## config.mk

```make
export PLATFORM = sky130hd
export DESIGN_NAME = fp_unpack_flat
export DESIGN_NICKNAME = d
export VERILOG_FILES = /design/src/rtl/fp_pkg.sv /design/src/rtl/fp_unpack_if.sv /design/src/rtl/fp_classify.sv /design/src/rtl/fp_unpack.sv /design/src/flat_wrapper.sv
export SDC_FILE = /design/constraint.sdc
export NUM_CORES = 1
export LEC_CHECK = 0
export CAP_MARGIN = 20
export CORE_MARGIN = 2
export CORE_UTILIZATION = 55
export CTS_CLUSTER_DIAMETER = 80
export DETAILED_ROUTE_END_ITERATION = 8
export GPL_TIMING_DRIVEN = 0
export PLACE_DENSITY = 0.81
export SLEW_MARGIN = 20
export SYNTH_ARGS = -nofsm -noshare
export SYNTH_HDL_FRONTEND = slang
export SYNTH_SLANG_ARGS = --single-unit
export TNS_END_PERCENT = 20
```

## constraint.sdc

```tcl
create_clock -name clk -period 3.65 [get_ports clk]
set_input_delay 0.73 -clock clk [delete_from_list [all_inputs] [get_ports clk]]
set_output_delay 0.73 -clock clk [all_outputs]
set_load 0.005 [all_outputs]
```

## src/rtl/fp_pkg.sv

```systemverilog
// Shared IEEE-754 single-precision constants and types for the pack/unpack datapaths.
package fp_pkg;

    localparam int FP_BIAS       = 127;
    localparam int FP_EXP_W      = 8;
    localparam int FP_FRAC_W     = 23;
    localparam int FP_EXP_INF    = 128;
    localparam int FP_EXP_DENORM = 1 - FP_BIAS;

    localparam int UNP_EXP_W   = 10;
    localparam int UNP_MANT_W  = FP_FRAC_W + 1;
    localparam int UNP_SHIFT_W = 5;

    localparam logic [FP_EXP_W-1:0] FP_EXP_MAX = '1;

    typedef struct packed {
        logic zero;
        logic denorm;
        logic inf;
        logic nan;
        logic snan;
    } fp_class_t;

    typedef enum logic [1:0] {
        UNP_IDLE,
        UNP_CLASSIFY,
        UNP_NORM,
        UNP_DONE
    } unpack_state_e;

endpackage

```

## src/rtl/fp_unpack_if.sv

```systemverilog
// Request/result bundle between an operand source and the fp_unpack block.
interface fp_unpack_if;
    import fp_pkg::*;

    logic                   start;
    logic [31:0]            operand;
    logic                   busy;
    logic                   done;
    logic                   s_out;
    logic [UNP_EXP_W-1:0]   e_out;
    logic [UNP_MANT_W-1:0]  mant_out;
    logic [UNP_SHIFT_W-1:0] norm_shift;
    logic                   is_zero;
    logic                   is_denorm;
    logic                   is_inf;
    logic                   is_nan;
    logic                   is_snan;

    modport master (
        output start, operand,
        input  busy, done, s_out, e_out, mant_out, norm_shift,
        input  is_zero, is_denorm, is_inf, is_nan, is_snan
    );

    modport slave (
        input  start, operand,
        output busy, done, s_out, e_out, mant_out, norm_shift,
        output is_zero, is_denorm, is_inf, is_nan, is_snan
    );

endinterface

```

## src/rtl/fp_classify.sv

```systemverilog
// Combinational IEEE single classifier: class flags plus initial unbiased exponent and mantissa.
module fp_classify
    import fp_pkg::*;
(
    input  logic [31:0]           word_i,
    output logic                  sign_o,
    output fp_class_t             cls_o,
    output logic [UNP_EXP_W-1:0]  exp_o,
    output logic [UNP_MANT_W-1:0] mant_o
);

    logic [FP_EXP_W-1:0]  exp_field;
    logic [FP_FRAC_W-1:0] frac_field;

    assign sign_o     = word_i[31];
    assign exp_field  = word_i[FP_FRAC_W +: FP_EXP_W];
    assign frac_field = word_i[FP_FRAC_W-1:0];

    always_comb begin
        cls_o  = '0;
        exp_o  = '0;
        mant_o = '0;
        if (exp_field == '0) begin
            if (frac_field == '0) begin
                cls_o.zero = 1'b1;
            end else begin
                // Subnormal starts at the minimum normal exponent; the caller normalizes.
                cls_o.denorm = 1'b1;
                exp_o        = UNP_EXP_W'(FP_EXP_DENORM);
                mant_o       = {1'b0, frac_field};
            end
        end else if (exp_field == FP_EXP_MAX) begin
            exp_o = UNP_EXP_W'(FP_EXP_INF);
            if (frac_field == '0) begin
                cls_o.inf = 1'b1;
                mant_o    = {1'b1, {FP_FRAC_W{1'b0}}};
            end else begin
                cls_o.nan  = 1'b1;
                cls_o.snan = ~frac_field[FP_FRAC_W-1];
                mant_o     = {1'b1, frac_field};
            end
        end else begin
            exp_o  = UNP_EXP_W'(int'(exp_field) - FP_BIAS);
            mant_o = {1'b1, frac_field};
        end
    end

endmodule

```

## src/rtl/fp_unpack.sv

```systemverilog
// Multi-cycle IEEE single unpacker; subnormals are normalized one bit per cycle.
// state    | meaning
// IDLE     | waiting for start
// CLASSIFY | decode captured operand, load result registers
// NORM     | subnormal: shift mantissa left, decrement exponent
// DONE     | result valid for one cycle; start here chains the next operand
module fp_unpack
    import fp_pkg::*;
(
    input  logic       clk,
    input  logic       rst_n,
    fp_unpack_if.slave bus
);

    unpack_state_e          state_q;
    logic [31:0]            operand_q;
    logic                   busy_q;
    logic                   done_q;
    logic                   sign_q;
    logic [UNP_EXP_W-1:0]   exp_q;
    logic [UNP_MANT_W-1:0]  mant_q;
    logic [UNP_SHIFT_W-1:0] shift_q;
    fp_class_t              cls_q;

    logic                  cls_sign;
    fp_class_t             cls;
    logic [UNP_EXP_W-1:0]  cls_exp;
    logic [UNP_MANT_W-1:0] cls_mant;

    fp_classify u_classify (
        .word_i (operand_q),
        .sign_o (cls_sign),
        .cls_o  (cls),
        .exp_o  (cls_exp),
        .mant_o (cls_mant)
    );

    always_ff @(posedge clk) begin
        if (!rst_n) begin
            state_q   <= UNP_IDLE;
            operand_q <= '0;
            busy_q    <= 1'b0;
            done_q    <= 1'b0;
            sign_q    <= 1'b0;
            exp_q     <= '0;
            mant_q    <= '0;
            shift_q   <= '0;
            cls_q     <= '0;
        end else begin
            case (state_q)
                UNP_IDLE, UNP_DONE: begin
                    done_q <= 1'b0;
                    if (bus.start) begin
                        operand_q <= bus.operand;
                        cls_q     <= '0;
                        shift_q   <= '0;
                        busy_q    <= 1'b1;
                        state_q   <= UNP_CLASSIFY;
                    end else begin
                        state_q <= UNP_IDLE;
                    end
                end
                UNP_CLASSIFY: begin
                    sign_q <= cls_sign;
                    exp_q  <= cls_exp;
                    mant_q <= cls_mant;
                    cls_q  <= cls;
                    if (cls.denorm) begin
                        state_q <= UNP_NORM;
                    end else begin
                        busy_q  <= 1'b0;
                        done_q  <= 1'b1;
                        state_q <= UNP_DONE;
                    end
                end
                UNP_NORM: begin
                    mant_q  <= {mant_q[UNP_MANT_W-2:0], 1'b0};
                    exp_q   <= exp_q - UNP_EXP_W'(1);
                    shift_q <= shift_q + UNP_SHIFT_W'(1);
                    // Bit below the leading position set means this shift lands the leading one.
                    if (mant_q[UNP_MANT_W-2]) begin
                        busy_q  <= 1'b0;
                        done_q  <= 1'b1;
                        state_q <= UNP_DONE;
                    end
                end
                default: state_q <= UNP_IDLE;
            endcase
        end
    end

    assign bus.busy       = busy_q;
    assign bus.done       = done_q;
    assign bus.s_out      = sign_q;
    assign bus.e_out      = exp_q;
    assign bus.mant_out   = mant_q;
    assign bus.norm_shift = shift_q;
    assign bus.is_zero    = cls_q.zero;
    assign bus.is_denorm  = cls_q.denorm;
    assign bus.is_inf     = cls_q.inf;
    assign bus.is_nan     = cls_q.nan;
    assign bus.is_snan    = cls_q.snan;

endmodule

```

## src/flat_wrapper.sv

```systemverilog
// flat-port wrapper written by rule: the top's interface ports become plain ports
module fp_unpack_flat import fp_pkg::*;
  (clk, rst_n, bus_start, bus_operand, bus_busy, bus_done, bus_s_out, bus_e_out, bus_mant_out, bus_norm_shift, bus_is_zero, bus_is_denorm, bus_is_inf, bus_is_nan, bus_is_snan);
  fp_unpack_if bus_i ();
  input  logic clk;
  input  logic rst_n;
  input wire logic [$bits(bus_i.start)-1:0] bus_start;
  input wire logic [$bits(bus_i.operand)-1:0] bus_operand;
  output wire logic [$bits(bus_i.busy)-1:0] bus_busy;
  output wire logic [$bits(bus_i.done)-1:0] bus_done;
  output wire logic [$bits(bus_i.s_out)-1:0] bus_s_out;
  output wire logic [$bits(bus_i.e_out)-1:0] bus_e_out;
  output wire logic [$bits(bus_i.mant_out)-1:0] bus_mant_out;
  output wire logic [$bits(bus_i.norm_shift)-1:0] bus_norm_shift;
  output wire logic [$bits(bus_i.is_zero)-1:0] bus_is_zero;
  output wire logic [$bits(bus_i.is_denorm)-1:0] bus_is_denorm;
  output wire logic [$bits(bus_i.is_inf)-1:0] bus_is_inf;
  output wire logic [$bits(bus_i.is_nan)-1:0] bus_is_nan;
  output wire logic [$bits(bus_i.is_snan)-1:0] bus_is_snan;
  assign bus_i.start = bus_start;
  assign bus_i.operand = bus_operand;
  assign bus_busy = bus_i.busy;
  assign bus_done = bus_i.done;
  assign bus_s_out = bus_i.s_out;
  assign bus_e_out = bus_i.e_out;
  assign bus_mant_out = bus_i.mant_out;
  assign bus_norm_shift = bus_i.norm_shift;
  assign bus_is_zero = bus_i.is_zero;
  assign bus_is_denorm = bus_i.is_denorm;
  assign bus_is_inf = bus_i.is_inf;
  assign bus_is_nan = bus_i.is_nan;
  assign bus_is_snan = bus_i.is_snan;
  fp_unpack u_core (.clk(clk), .rst_n(rst_n), .bus(bus_i));
endmodule
```

# Word-level counts from Yosys, hierarchy flattened
# Cells that the tools add are included.
# word_totals
regBits,81
out_inout_bits,47
mem_count,0
mem_bits_ro,0
latchBits,0
mem_bits_rw,0
wordCells,65
# classes
reduce_logical,12
n_mux,29
n_mul,0
n_eq_ne,7
n_addsub,3
shift,0
bitwise,1
div,0
order_cmp,0
# ops
cell,count
2-to-1 mux 24 bit,2
one-hot mux 24 bit (2 select lines),1
2-to-1 mux 23 bit,2
2-to-1 mux 10 bit,3
zero test 23 bit,1
one-hot mux 10 bit (2 select lines),1
one-hot mux 5 bit (2 select lines),2
subtractor 10 x 1 -> 10 bit (second input constant),1
2-to-1 mux 1 bit,9
subtractor 8 x 7 -> 9 bit (second input constant),1
== test 8 bit (second input constant),1
zero test 8 bit,1
AND reduction 2 bit,4
2-to-1 mux 2 bit,3
2-to-1 mux 3 bit,2
one-hot mux 1 bit (3 select lines),2
one-hot mux 2 bit (3 select lines),1
nonzero test 2 bit,3
adder 5 x 1 -> 5 bit (second input constant),1
2-to-1 mux 5 bit,1
== test 2 bit (second input constant),2
inequality test 2 bit (second input constant),2
AND reduction 3 bit,1
== test 2 x 1 -> 1 bit (second input constant),1
other kinds (4),4

# Longest topological paths before layout
# Gate-level depths: netlist of the first run.
# depth
depth_word,5
ltp_mapped,9
ltp_nobuf,7

# Cells and area by module
# Synthesis of the first run repeated with hierarchy kept, for this count alone.
# hier_totals
hier_cells,503
hier_area_um2,3862.5
# modules_own_cells
module,seq_area_each_um2,area_each_um2,cells_each,n_inst
fp_unpack,1621.6,3454.6,428,1
fp_classify,0.0,407.9,75,1

# Worst setup path after synthesis of the first run
# OpenSTA, ideal clock, no wires.
# synth_path
path_kind,register to register
startpoint,reg u_core.exp_q[0] (netlist: u_core.bus.e_out[0])
endpoint,reg u_core.exp_q[9] (netlist: u_core.bus.e_out[9])
path_slack_ns,1.528
required_time_ns,3.530
synth_period_minus_slack_ns,2.122
setup_ns,0.120
t_arrival_ns,2.002
path_buffers,0
stages_incl_launch_ff,6
path_cell_list,dfxtp_1 -> or4_1 -> or2_1 -> or3_4 -> o311a_1 -> o31a_1
# synth_between
elab_chain_len,2
# synth_rtl
element,line_no,text
"start, declared",fp_unpack.sv:20,logic [UNP_EXP_W-1:0] exp_q;
"start signal, assigned",fp_unpack.sv:65,exp_q <= cls_exp;
"start signal, assigned",fp_unpack.sv:78,exp_q <= exp_q - UNP_EXP_W'(1);
subtractor 10 x 1 -> 10 bit,fp_unpack.sv:78,
one-hot mux 10 bit (2 select lines),fp_unpack.sv:50,case (state_q)
# No other way between the ends.
# A chain may end at the register's enable or synchronous reset.

# Final worst setup path of the first run
# layout_path
startpoint,reg u_core.state_q[1]
endpoint,reg u_core.mant_q[2] (netlist: u_core.bus.mant_out[2])
# layout_between
elab_chain_len,2
elab_cells_between_ends,4
classes_between,eq/ne: 2; mux: 1; reduce/logical: 1
# layout_rtl
element,line_no,text
"start, declared",fp_unpack.sv:15,unpack_state_e state_q;
"start signal, assigned",fp_unpack.sv:40,state_q <= UNP_IDLE;
"start signal, assigned",fp_unpack.sv:58,state_q <= UNP_CLASSIFY;
"start signal, assigned",fp_unpack.sv:60,state_q <= UNP_IDLE;
== test 2 bit or == test 2 x 1 -> 1 bit (tied branches),fp_unpack.sv:50,
one-hot mux 24 bit (2 select lines) or nonzero test 2 bit (tied branches),n/a,
"end signal, assigned",fp_unpack.sv:66,mant_q <= cls_mant;
"end signal, assigned",fp_unpack.sv:77,"mant_q <= {mant_q[UNP_MANT_W-2:0], 1'b0};"
"end, declared",fp_unpack.sv:21,logic [UNP_MANT_W-1:0] mant_q;
# Parallel ways exist; a longest one is shown, timed or not.

==> results of run 1 <==
-- Yosys cell counts (3+ instances only) --
library cell,count
clkbuf_1,28
nor2b_1,6
nor3_1,10
and2_1,10
inv_1,10
nor4_1,5
o21ai_0,23
nand2_1,107
xor2_1,3
dfxtp_1,81
mux2i_1,25
a21oi_1,13
nor2_1,12
nand3_1,15
a21boi_0,33
or4_1,4
ha_1,6
xnor2_1,3
o31ai_1,4
o21a_1,4
o211a_1,23
-- worst max-delay path, stage by stage, from the launching register on --
cell	delay, ps
dfxtp_1	370
ha_1	150
clkbuf_1	280
clkbuf_1	510
clkbuf_1	650
mux2i_1	300
nand2_1	80
o211a_1	130
-- power groups by stage --
stage / Clock (mW) / Combinational [mW] / Sequential, mW
final: 0.675 / 2.04 / 1.42
after global routing: 0.717 / 2.26 / 1.46
after CTS: 0.677 / 2.03 / 1.41
after detailed placement: 0 / 2.02 / 1.43
after global placement: 0 / 1.97 / 1.42
after floorplan: 0 / 1.24 / 1.39
-- registers in the layout (all words and copies together) (netlist names), 2 cells and up --
signal / count
u_core.bus.e_out: 10
u_core.operand_q: 32
u_core.state_q: 2
u_core.bus.mant_out: 24
u_core.bus.norm_shift: 5
-- cells in the final DEF, fill, tap and decap left out, drive strengths merged, types with 3 or more instances in the layout --
cell type,count
nor2b,6
xnor2,3
nand2,107
o31ai,4
nand3,15
nor3,10
o21ai,23
o211a,23
clkdlybuf4s50,79
xor2,3
mux2i,25
a21boi,33
clkbuf,39
and2,11
or4,4
inv,11
a21oi,13
o21a,4
nor2,12
ha,6
or3,3
nor4,5
buf,3
dfxtp,81
clkinv,3
-- per-layer routing --
layer	track usage [%]	wire length (um)
met4	8.392	115
met3	3.487	449
met5	0	0
met2	49.04	5025
met1	35.86	4609
-- through the flow --
stage	std cells	hold slack [ps]	cell area, um^2	utilization (%)
floorplan	460	443.2	3867	-
global route	651	506.2	4984	73.35
detailed placement	635	457.5	4778	70.33
finish	651	461.4	4984	73.35
CTS	651	468.3	4984	73.35
global placement	635	444.4	4778	70.33
-- worst max path at each step --
stage | cells after the start | startpoint | endpoint
after global routing | 7 | u_core.state_q[1]$_SDFFE_PN0N_ | u_core.bus.mant_out[1]$_SDFFE_PN0N_
after floorplan | 5 | u_core.bus.e_out[0]$_SDFFE_PN0N_ | u_core.bus.e_out[9]$_SDFFE_PN0N_
final | 7 | u_core.state_q[1]$_SDFFE_PN0N_ | u_core.bus.mant_out[2]$_SDFFE_PN0N_
after global placement | 8 | u_core.state_q[0]$_SDFFE_PN0N_ | u_core.bus.mant_out[8]$_SDFFE_PN0N_
after CTS | 8 | u_core.state_q[0]$_SDFFE_PN0N_ | u_core.bus.mant_out[2]$_SDFFE_PN0N_
after detailed placement | 6 | bus_start | u_core.bus.is_snan$_SDFFE_PN0P_
-- cell families (layout without fill, tap and decap cells) --
kind of cell / after synthesis / count (layout) / share of synthesized area (%)
flip-flops: 81 / 81 / 41.93
multiplexers: 26 / 26 / 6.762
XOR/XNOR: 6 / 6 / 1.359
adder cells (fa/ha/maj): 6 / 6 / 1.941
AO/OA/AOI/OAI: 117 / 117 / 22.42
buffers and inverters: 42 / 137 / 4.109
AND/OR/NAND/NOR: 182 / 182 / 21.48
-- layout make-up --
class / instances / area [um^2] / area share [%]
buffer: 31 / 117.6 / 2.360
clock buffer: 11 / 141.4 / 2.837
clock inverter: 5 / 63.81 / 1.280
inverter: 11 / 41.29 / 0.8285
multi-input combinational: 337 / 2087 / 41.88
sequential: 81 / 1622 / 32.54
tap: 96 / 120.1 / 2.410
timing repair buffer: 79 / 790.8 / 15.87
==> summary.md, run 1 <==
After synthesis, the cell types taking the most area are dfxtp_1 42%, nand2_1 10%, mux2i_1 6.5%, a21boi_0 6.4%, o211a_1 6.0%. The most used flip-flop cell after synthesis is dfxtp_1. End of the worst register-to-register path: u_core.bus.mant_out[2]$_SDFFE_PN0N_.

After the last flow step, the layout net total stands at 591. The fraction of the cycle the final worst path needs is 70.59%, and the total net switching power is 1.717 mW. During placement, the flow inserted port buffers numbering 79. For the detailed placement HPWL, the log shows 7593 um. The run gives 46 as the number of different library cells in the post-synthesis netlist. The run gives 0 as the number of buffers inserted to repair setup after CTS. Start-to-end type of the worst setup path: reg -> reg.

The repair_antennas step left the layout with diodes totalling 0. After synthesis the netlist holds a flip-flop and latch count of 81. The worst hold path belongs to the class reg -> reg. The number of hold buffers added after CTS was 0. Counting the buffers created by CTS gives 9. Internal power comes to 2.421 mW. The number of vias per cell after detailed routing is 5.624, and the data arrival time of the critical path is 2810 ps. The post-synthesis average cell area works out to 8.408 um^2. The logs give 0.0004446 V for the worst supply voltage drop on vdd and 56.92% for the starting density of the core. The power density of the placed cells came out at 830.4 nW/um^2.

The total via count in the routed design is 3,661, and the sequential area share after synthesis is 41.93%. The detail-routed net length per standard cell came out at 15.67 um. The shortest clock period the worst path allows after layout was 2576 ps. Setup repair after global routing left no endpoint under its margin. Across the run, the number of max-cap violations was 0. The transition time at the pin with the least slew margin works out to 775.5 ps. The share of total power dissipated in sequential elements is 34.4%.

STA classifies the critical path endpoint as a flip-flop. Measured along the x axis, the die boundary spans 87.86 um. The count of nets left with antenna violations once routing finished came out at 0.

The first global-routing pass estimated 16,940 um of wire. Counting the fill cells in the layout gives 576. Post-CTS repair changed the size of 0 cells. The clock network accounts for 16.3% of the total power. For the part of the power in combinational logic, the log shows 49.3%. For the worst flop-to-flop path, the logic depth is 7. The die covers 7719 um^2.

dfxtp_1 takes more of the synthesized area than any other cell. TritonCTS built the clock tree. The synthesized netlist net count came out at 501. The static leakage came out at 1.967 nW. Before antenna repair, the detailed router went through 6 iterations. For the number of endpoints with negative hold slack in the final report, the log shows 0.

Adding up every negative setup slack in the final design gives 0 ps. Fraction of synthesized cell area taken by the top area cell type: 41.93%. Net switching is 41.49% of the power.

Pin placement for this block handled 82 I/O pins. Across all register-to-register paths, the minimum setup slack is 1070 ps. The number of flops mapped to enable cells by yosys was 0. The run finished with clean final reports. The fraction of final layout cells with drive strength greater than 1 works out to 3.784%. The required time of the worst setup path is 3890 ps, and the share of synthesized flip-flops with an asynchronous set or reset is 0%. The run gives 0.8748 as the global placer's final weighted congestion. After technology mapping, the gate count stands at 460. The tools report the via count of the first global-routing pass as 3,559.

The worst hold path depth works out to 2. Setup violations remaining at the end of the flow were counted as 0. The max-slew violation count was 0; the clock latency of the later-clocked register in the worst-skew pair was 350 ps. The tools report the start point of the worst hold path as u_core.bus.done$_SDFFE_PN0P_. In the post-route analysis, the smallest setup slack over all paths is 1074 ps. The number of rows created at floorplan is 30.

For the initial antenna violation count, the log shows 0. After clock tree synthesis, the clock-pin slew on the worst setup and hold paths is 80 ps. The worst pin sits at a relative slew slack of 48.30%. The logs give 4.138 mW for the total power consumption of the routed design and 0 for the total DRC errors in the routed layout. The tools report the maximum level of the CTS H-tree as 3. The total overflow left after global routing is 0. The worst register-to-register path begins at u_core.state_q[1]$_SDFFE_PN0N_. Compared with the post-synthesis result, the final layout area differs by 28.86%. The maximum clock frequency is 388.1 MHz. Global routing used 27.92% of the available tracks across all layers. The core footprint is 6794 um^2, and the number of sinks on the clock net is 81.

The worst clock skew was 7.441 ps. The worst hold path terminates at u_core.bus.done$_SDFFE_PN0P_. Entering global routing, the biggest net connects 15 pins. STA classifies the critical path startpoint as a flip-flop. In this run the deepest clock path goes through 2 buffers. The detailed router finished its first iteration with 206 violations. The routed design has 10,200 um of wire.

Of all nets on the critical path, the largest fanout is 10. The logs give 1153 ps for the worst-case setup slack after placement and 0 for the Yosys warning count. The cell at the root of the clock tree was clkbuf_8. In this run the cell area of the synthesized design comes to 3867 um^2. The die boundary height came out at 87.86 um.
Note: power is estimated with default switching activity, not from simulation.
==> run 2: changes to the inputs <==
Settings changed: CORE_UTILIZATION 55 to 51, PLACE_DENSITY 0.81 to 0.76.
Clock period 3.65 ns to 2.6 ns, I/O delays scaled along.
==> run 2 against run 1 <==
Net effect: sequential power up 40%; global-route usage down 2.4 points; register-to-register slack worse by 880 ps; core utilization down 5.2 points; first-iteration DRC count down 5.8%; via count down 2.2%; cell count up 0.31%; sequential share of layout area up 0.098 points; non-clock buffer count unchanged; critical path depth up 1; critical path type unchanged.
==> summary.md, run 2 (synthesized netlist as in run 1, its figures left out) <==
The end of the worst register-to-register path is u_core.bus.mant_out[7]$_SDFFE_PN0N_ (was u_core.bus.mant_out[2]$_SDFFE_PN0N_). For the wire length of the first global-routing pass, the log shows 17,120 um (was 16,940 um). The number of sinks on the clock net was 81 (unchanged); the depth of the worst register-to-register path was 8 (was 7). The maximum clock frequency is 415.0 MHz (was 388.1 MHz), and the pin count of the biggest net entering global routing is 14 (was 15).

Number of detailed-route iterations in the first pass: 4 (was 6). The total DRC errors in the routed layout was 0 (unchanged). Top library cells by usage in the layout, fill and taps aside: 107 x nand2_1, 81 x dfxtp_1, 79 x clkdlybuf4s50_1, 33 x a21boi_0, 27 x clkbuf_1 (was 107 x nand2_1, 81 x dfxtp_1, 79 x clkdlybuf4s50_1, 33 x a21boi_0, 29 x clkbuf_1).

The area used by multi-input combinational logic was 2087 um^2 (unchanged). The tools report the launching element of the worst setup path as u_core.state_q[0]$_SDFFE_PN0N_ (was u_core.state_q[1]$_SDFFE_PN0N_). The die boundary height is 91.08 um (was 87.86 um), and the number of flip-flops under the largest register name is 32 (unchanged). The total via count in the routed design was 3,580 (was 3,661); the count of port buffers added during placement was 79 (unchanged).

The worst supply voltage drop on vdd is 0.0005342 V (was 0.0004446 V), and the reported max-cap violation count is 0 (unchanged). Cell at the root of the clock tree: clkbuf_8 (unchanged). The tools report the sort of element at the end of the critical path as a flip-flop (unchanged). The run gives 591 (unchanged) as the final net count.

The tools report the starting density of the core as 53.04% (was 56.92%). The worst clock skew is 6.381 ps (was 7.441 ps). Static leakage: 1.966 nW (was 1.967 nW). The fraction of the cycle the final worst path needs was 92.68% (was 70.59%); the detail-routed net length per standard cell was 15.77 um (was 15.67 um). The run gives 0.8614 (was 0.8748) as the global placer's final weighted congestion.

The kind of start point of the critical path is a flip-flop (unchanged). The tools report the minimum setup slack among reg-to-reg paths as 190 ps (was 1070 ps). Setup repair after global routing left no endpoint under its margin. The run gives 0 (unchanged) as the initial antenna violation count.

The clock-pin slew on the worst setup and hold paths works out to 80 ps (about the same). The core footprint is 7292 um^2 (was 6794 um^2), and the max-slew headroom at the worst pin is 57.50% (was 48.30%). The sum of routed wire length over all layers came out at 10,300 um (was 10,200 um). The tools report the endpoint of the most critical setup path as u_core.bus.mant_out[7]$_SDFFE_PN0N_ (was u_core.bus.mant_out[2]$_SDFFE_PN0N_). The logs give 650 (was 576) for the total of fill cells in the finished design and 82 (unchanged) for the I/O pin total. Detailed router's first-iteration violation count: 194 (was 206).

The horizontal die dimension came out at 91.08 um (was 87.86 um). The power density of the placed cells was 1154 nW/um^2 (was 830.4 nW/um^2); the transition time at the pin with the least slew margin was 637.5 ps (was 775.5 ps). The final cell utilization of the core was 68.14% (was 73.35%).

The worst hold path depth came out at 2 (unchanged). The post-synthesis to final-layout area growth came out at 28.47% (was 28.86%). The critical register-to-register path startpoint was u_core.state_q[0]$_SDFFE_PN0N_ (was u_core.state_q[1]$_SDFFE_PN0N_).

The tools report the total power consumption of the routed design as 5.735 mW (was 4.138 mW). The clock latency of the later-clocked register in the worst-skew pair is 350 ps (about the same), and the largest buffer count on any clock path is 2 (unchanged). For the number of buffers inserted for hold repair after clock tree synthesis, the log shows 0 (unchanged). The path type of the worst min-delay path was reg -> reg (unchanged). The maximum level of the CTS H-tree is 3 (unchanged). The data arrival time of the critical path is 2650 ps (was 2810 ps), and the flip-flop and latch area is 1622 um^2 (unchanged). The post-layout instance count excluding filler cells was 653 (was 651). The run gives 9 (unchanged) as the number of CTS-inserted buffers. The commonest non-fill, non-tap cell in the layout was nand2_1 (unchanged). The run gives 0 ps (unchanged) as the accumulated negative setup slack. The number of routed nets with antenna violations was 0 (unchanged). Shortest clock period the worst path allows after layout: 2410 ps (was 2576 ps).

The run gives 0 (unchanged) as the max-slew violation count. The number of rows created at floorplan was 31 (was 30). Final-report setup violation count: 0 (unchanged). The flow ran to the end, and the final reports show no timing, DRC or antenna violations. The required time of the worst setup path was 2840 ps (was 3890 ps); the number of antenna diodes was 0 (unchanged). The peak fanout along the critical path was 10 (unchanged). Start-to-end type of the worst setup path: reg -> reg (unchanged). The area of the die is 8296 um^2 (was 7719 um^2), and the overall overflow remaining after global route is 0 (unchanged). The post-placement cell count is 638 (was 635), and the detailed placement HPWL is 7709 um (was 7593 um). Fraction of final layout cells with drive strength greater than 1: 3.971% (was 3.784%).

The all-layer global routing usage is 25.54% (was 27.92%), and the worst hold margin is 469.9 ps (was 461.4 ps). The via count of the first global-routing pass is 3,491 (was 3,559). The largest register by flop count was u_core.operand_q (unchanged).

TritonCTS built the clock tree. The number of vias per cell after detailed routing came out at 5.482 (was 5.624). The run gives 0 (unchanged) as the number of endpoints with negative hold slack in the final report.
[run 2: cell types whose count changed in the layout (fill, tap and decap cells not counted), sizes merged]
cell | before | now
clkbuf | 39 | 38
[run 2: stage by stage]
stage,worst slack [ps],area [um^2]
after floorplan,478.0,3867
after global placement,134.8,4782
after detailed placement,126.8,4782
after CTS,101.2,4966
after global routing,18.86,4969
final,190.2,4969
[run 2: area by class of cell]
| cell class | count | area share [%] |
|---|---|---|
| sequential | 81 | 32.64 |
| tap | 99 | 2.493 |
| clock inverter | 5 | 1.133 |
| buffer | 31 | 2.418 |
| clock buffer | 10 | 2.569 |
| inverter | 11 | 0.8310 |
| multi-input combinational | 337 | 42.00 |
| timing repair buffer | 79 | 15.92 |
[run 2: critical path: stages (launching register included)]
cell	delay, ps
dfxtp_1	350
inv_1	50
ha_1	310
clkbuf_1	250
inv_1	190
clkbuf_1	470
buf_1	450
nand2_1	110
o211a_1	130
[run 2: per-layer routing]
metal	vias to the layer above	global-route usage [%]	part of all wire, %
met3	11	3.402	4.5
li1	1791	-	-
met4	0	8.081	1.4
met1	1688	32.80	44
met5	-	0	0
met2	90	44.38	50
[run 2: repair_timing]
item	CTS	global route
setup endpoints to repair	0	10
setup buffers	0	0
gates resized for setup	0	4
[run 2: where the power goes]
group          leakage [nW]  internal (mW)  switching [mW]
logic                  1.21           1.30            1.56
registers             0.664           1.63           0.361
clock network        0.0925          0.439           0.447
total                  1.97           3.36            2.37
[run 2: worst min-delay path by stage]
stage                                      start                                end  slack [ps]
6_report       u_core.operand_q[31]$_SDFFE_PN0P_  u_core.operand_q[31]$_SDFFE_PN0P_         470
5_1_grt        u_core.operand_q[31]$_SDFFE_PN0P_  u_core.operand_q[31]$_SDFFE_PN0P_         510
4_1_cts        u_core.operand_q[31]$_SDFFE_PN0P_  u_core.operand_q[31]$_SDFFE_PN0P_         470
3_5_place_dp   u_core.operand_q[31]$_SDFFE_PN0P_  u_core.operand_q[31]$_SDFFE_PN0P_         460
3_3_place_gp        u_core.bus.done$_SDFFE_PN0P_       u_core.bus.done$_SDFFE_PN0P_         450
2_1_floorplan  u_core.operand_q[31]$_SDFFE_PN0P_  u_core.operand_q[31]$_SDFFE_PN0P_         440
==> edit 1 (flow settings as in run 1) <==
Encoding of `unpack_state_e`: now one-hot (4 bits for 4 states).
--- a/src/rtl/fp_pkg.sv
+++ b/src/rtl/fp_pkg.sv
@@ -23,7 +23,7 @@
 
-    typedef enum logic [1:0] {
-        UNP_IDLE,
-        UNP_CLASSIFY,
-        UNP_NORM,
-        UNP_DONE
+    typedef enum logic [3:0] {
+        UNP_IDLE     = 4'b0001,
+        UNP_CLASSIFY = 4'b0010,
+        UNP_NORM     = 4'b0100,
+        UNP_DONE     = 4'b1000
     } unpack_state_e;
Formal check against the unedited RTL: same outputs for any inputs over 10 cycles, from zero or initial values and one cycle with rst_n low; not proved beyond that.
==> edit 1 against run 1 <==
Via count decreased by 4.2%. Sequential cell count increased by 2. Sequential share of layout area increased by 3.8 points. Routed wire length decreased by 5.5%. Highest routed layer unchanged. Synthesized area decreased by 11%. Worst setup slack improved by 510 ps. Design area decreased by 8.4%.
Power is not compared: it rests on default switching activity, and its combinational part moved more than twofold at a synthesized area within 25%.
==> edit 1: results <==
export IMPL_outcome="finished clean"
export IMPL_met2_length_um=4490
export IMPL_num_vias=3507
export IMPL_crit_start="u_core.bus.e_out[5]"
export IMPL_whs_endpoint="u_core.bus.norm_shift[4]"
export IMPL_rr_endpoint="u_core.bus.is_snan"
export IMPL_holdPathStages=1
export IMPL_final_setup_skew_ps=8.06
export IMPL_dp_slack_ps=1310
export IMPL_portBuffers=80
export IMPL_worstSetupPathType="reg2out"
export IMPL_synthAdderAreaFrac=0.0145
export IMPL_synth_common_cells="87 x nand2_1, 83 x dfxtp_1, 46 x a21oi_1, 39 x nor2_1, 24 x clkbuf_1"
export IMPL_arrival_ps=1340
export IMPL_synthTopCellsByArea="dfxtp_1 48%, nand2_1 9.4%, a21oi_1 6.7%"
export IMPL_final_net_count=540
export IMPL_critPathCapture="bus_e_out[5]"
export IMPL_syn_inst=410
export IMPL_relSlewSlack=0.627
export IMPL_drtIter0Drc=414
export IMPL_wl_um=9640
export IMPL_grt_util_met3=0.0606
export IMPL_dp_hpwl_um=7020
export IMPL_muxShareOfSynthArea=0.0123
export IMPL_syn_nets=449
export IMPL_crit_fanout=7
export IMPL_drive_gt1_frac=0.0535
export IMPL_wl_met3_um=847
==> edit 1: cell count changes in the layout (fill, tap and decap cells not counted), sizes merged, moves of 5 or more <==
cell,run 1,this run
o211a,23,0
mux2i,25,2
and2,11,3
nand2,107,87
a21boi,33,0
a21oi,13,46
o21ai,23,9
nor2,12,39
nor2b,6,0
inv,11,6
a222oi,0,22
==> edit 1: logic make-up (layout without fill, tap and decap cells) <==
family / after synthesis / count (layout)
DFF: 83 / 83
AOI/OAI and AO/OA: 99 / 99
adders and majority gates: 4 / 4
and+or+nand+nor: 178 / 178
muxes: 4 / 4
xor gates and xnor gates: 8 / 8
buffers and inverters: 34 / 129
==> edit 1: cell type report <==
type | count | area, um^2
Sequential cell | 83 | 1660
Multi-Input combinational cell | 293 | 1660
Fill cell | 482 | 1420
Timing Repair Buffer | 80 | 801
Clock buffer | 11 | 141
Buffer | 29 | 118
Tap cell | 75 | 93.8
Clock inverter | 4 | 73.8
Inverter | 5 | 18.8
==> edit 2 (config.mk and constraints of run 1) <==
Without the edit above. `UNP_SHIFT_W`: 5 -> 10.
--- a/src/rtl/fp_pkg.sv
+++ b/src/rtl/fp_pkg.sv
@@ -11,3 +11,3 @@
     localparam int UNP_MANT_W  = FP_FRAC_W + 1;
-    localparam int UNP_SHIFT_W = 5;
+    localparam int UNP_SHIFT_W = 10;
 
Ports: changed (resized bus_norm_shift); port bits go from 82 to 87. The function was not compared with the original's and may differ.
==> edit 2 against run 1 <==
Routed wire length is 4.7% higher. Cell count is 5.4% higher. Worst setup slack better by 330 ps. Via count is 7.2% higher. Sequential share of layout area is 1.4 points higher. Synthesized area is 0.39% higher. Utilization is 0.95 points higher. Clock skew hardly changed. Count of clock-buffer cells in the layout is 1 lower. Largest cell class unchanged. Total power is 21% lower. Design area is 1.9% higher. Sequential power is 13% lower. Sequential cell count is 5 higher.
==> edit 2: results <==
export IMPL_wire_per_inst_um=15.6
export IMPL_maxCapViolCount=0
export IMPL_dp_cells=671
export IMPL_fill_cells=582
export IMPL_diodes=0
export IMPL_cts_made_buffers=9
export IMPL_largest_reg_flops=32
export IMPL_routabilityCongestion=0.936
export IMPL_whs_endpoint="u_core.operand_q[31]"
export IMPL_worst_slew_pin_slew_ps=619
export IMPL_ys_seq_area_frac=0.443
export IMPL_p_leak_uw=0.00181
export IMPL_firstDrtPassIters=5
export IMPL_cts_resized=0
export IMPL_grtUsageTotal=0.288
export IMPL_ff2ff_setup_slack_ps=1420
export IMPL_synth_common_cells="130 x nand2_1, 86 x dfxtp_1, 54 x a21oi_1, 31 x o21ai_0, 23 x clkbuf_1"
export IMPL_final_net_count=627
export IMPL_wl_um=10700
export IMPL_worst_r2r_cell_count=8
export IMPL_outcome="finished clean"
export IMPL_rr_endpoint="u_core.bus.mant_out[14]"
export IMPL_hold_start="u_core.operand_q[31]"
export IMPL_ir_drop_mv=0.352
export IMPL_grt_pass1_vias=3688
export IMPL_syn_nets=530
export IMPL_portBuffers=86
export IMPL_synth_ff_type="dfxtp_1"
export IMPL_hold_class="reg2reg"
export IMPL_final_setup_skew_ps=7.85
export IMPL_grt_max_degree=15
export IMPL_grt_first_pass_wirelength_um=17400
export IMPL_drtIter0Drc=318
export IMPL_htree_levels=3
export IMPL_clk_path_buf_depth=2
export IMPL_num_vias=3923
export IMPL_async_flop_share=0
export IMPL_drive_gt1_frac=0.0508
export IMPL_syn_area_per_cell_um2=7.94
export IMPL_dp_hpwl_um=7760
export IMPL_holdPathStages=2
export IMPL_synth_cell_types=50
export IMPL_regMostFlops="u_core.operand_q"
export IMPL_yosysWarnings=0
export IMPL_r2r_start="u_core.state_q[0]"
export IMPL_clk_latency_ps=350
export IMPL_antenna_found_initial=0
export IMPL_synthTopCellsByArea="dfxtp_1 44%, nand2_1 13%, a21oi_1 7.0%"
==> edit 2: cell types whose count changed in the layout (fill, tap and decap cells not counted), moves of 6 or more <==
cell	delta
a21boi_0	-33
nor2_1	+8
o211a_1	-22
o21ai_0	+8
clkdlybuf4s50_1	+7
a21oi_1	+41
mux2i_1	-22
nand2_1	+23
a22o_1	+22
and2_1	-6
==> edit 2: layout make-up <==
type,count,area share
tap,96,0.0237
timing repair buffer,86,0.170
clock inverter,5,0.0168
multi-input combinational,365,0.393
inverter,8,0.00592
buffer,30,0.0269
sequential,86,0.339
clock buffer,10,0.0251
==> edit 2: logic make-up (layout without fill, tap and decap cells) <==
group,count (synthesis),after routing,share of synthesized area
AO/OA/AOI/OAI,134,134,0.214
XOR/XNOR,9,9,0.0203
adder cells (fa/ha/maj),6,6,0.0193
buffers and inverters,38,139,0.0429
flip-flops,86,86,0.443
multiplexers,4,4,0.0106
AND/OR/NAND/NOR,212,212,0.250
==> edit 2: worst max path at each step <==
| stage | to | startpoint | depth (start not counted) | slack (ps) |
|---|---|---|---|---|
| finish | u_core.bus.e_out[6] | rst_n | 5 | 1400 |
| global route | u_core.bus.mant_out[10] | u_core.state_q[0] | 8 | 1260 |
| CTS | u_core.bus.e_out[6] | rst_n | 5 | 1460 |
| floorplan | u_core.bus.norm_shift[8] | u_core.state_q[0] | 7 | 1880 |
| global placement | u_core.bus.e_out[6] | rst_n | 5 | 1090 |
| detailed placement | u_core.bus.e_out[6] | rst_n | 5 | 1100 |
==> edit 2: worst max-delay path: stages <==
cell and delay, ps:
clkdlybuf4s50_1 550, clkbuf_1 420, clkbuf_1 490, o311ai_0 230, nor2_1 120
==> edit 2: per-stage QoR <==
| step | power (uW) | cell area (um^2) | setup slack (ps) | hold slack, ps |
|---|---|---|---|---|
| 2_1_floorplan | 2040 | 3880 | 1880 | 436 |
| 3_3_place_gp | 2490 | 4860 | 1090 | 444 |
| 3_5_place_dp | 2520 | 4860 | 1100 | 459 |
| 4_1_cts | 3250 | 5080 | 1460 | 468 |
| 5_1_grt | 3460 | 5080 | 1260 | 481 |
| 6_report | 3260 | 5080 | 1400 | 471 |
==> edit 2: report_power, final <==
part	total, uW	switching, uW	internal, uW
clock network	730	345	385
logic	1290	747	539
registers	1240	145	1100
==> edit 2: metal layers <==
metal	routed length, um	share of wire	GRT usage	vias up
met4	171	0.016	0.102	0
met3	768	0.072	0.0330	17
met2	5110	0.48	0.478	169
li1	-	-	-	1902
met5	0	0	0	-
met1	4620	0.43	0.389	1835
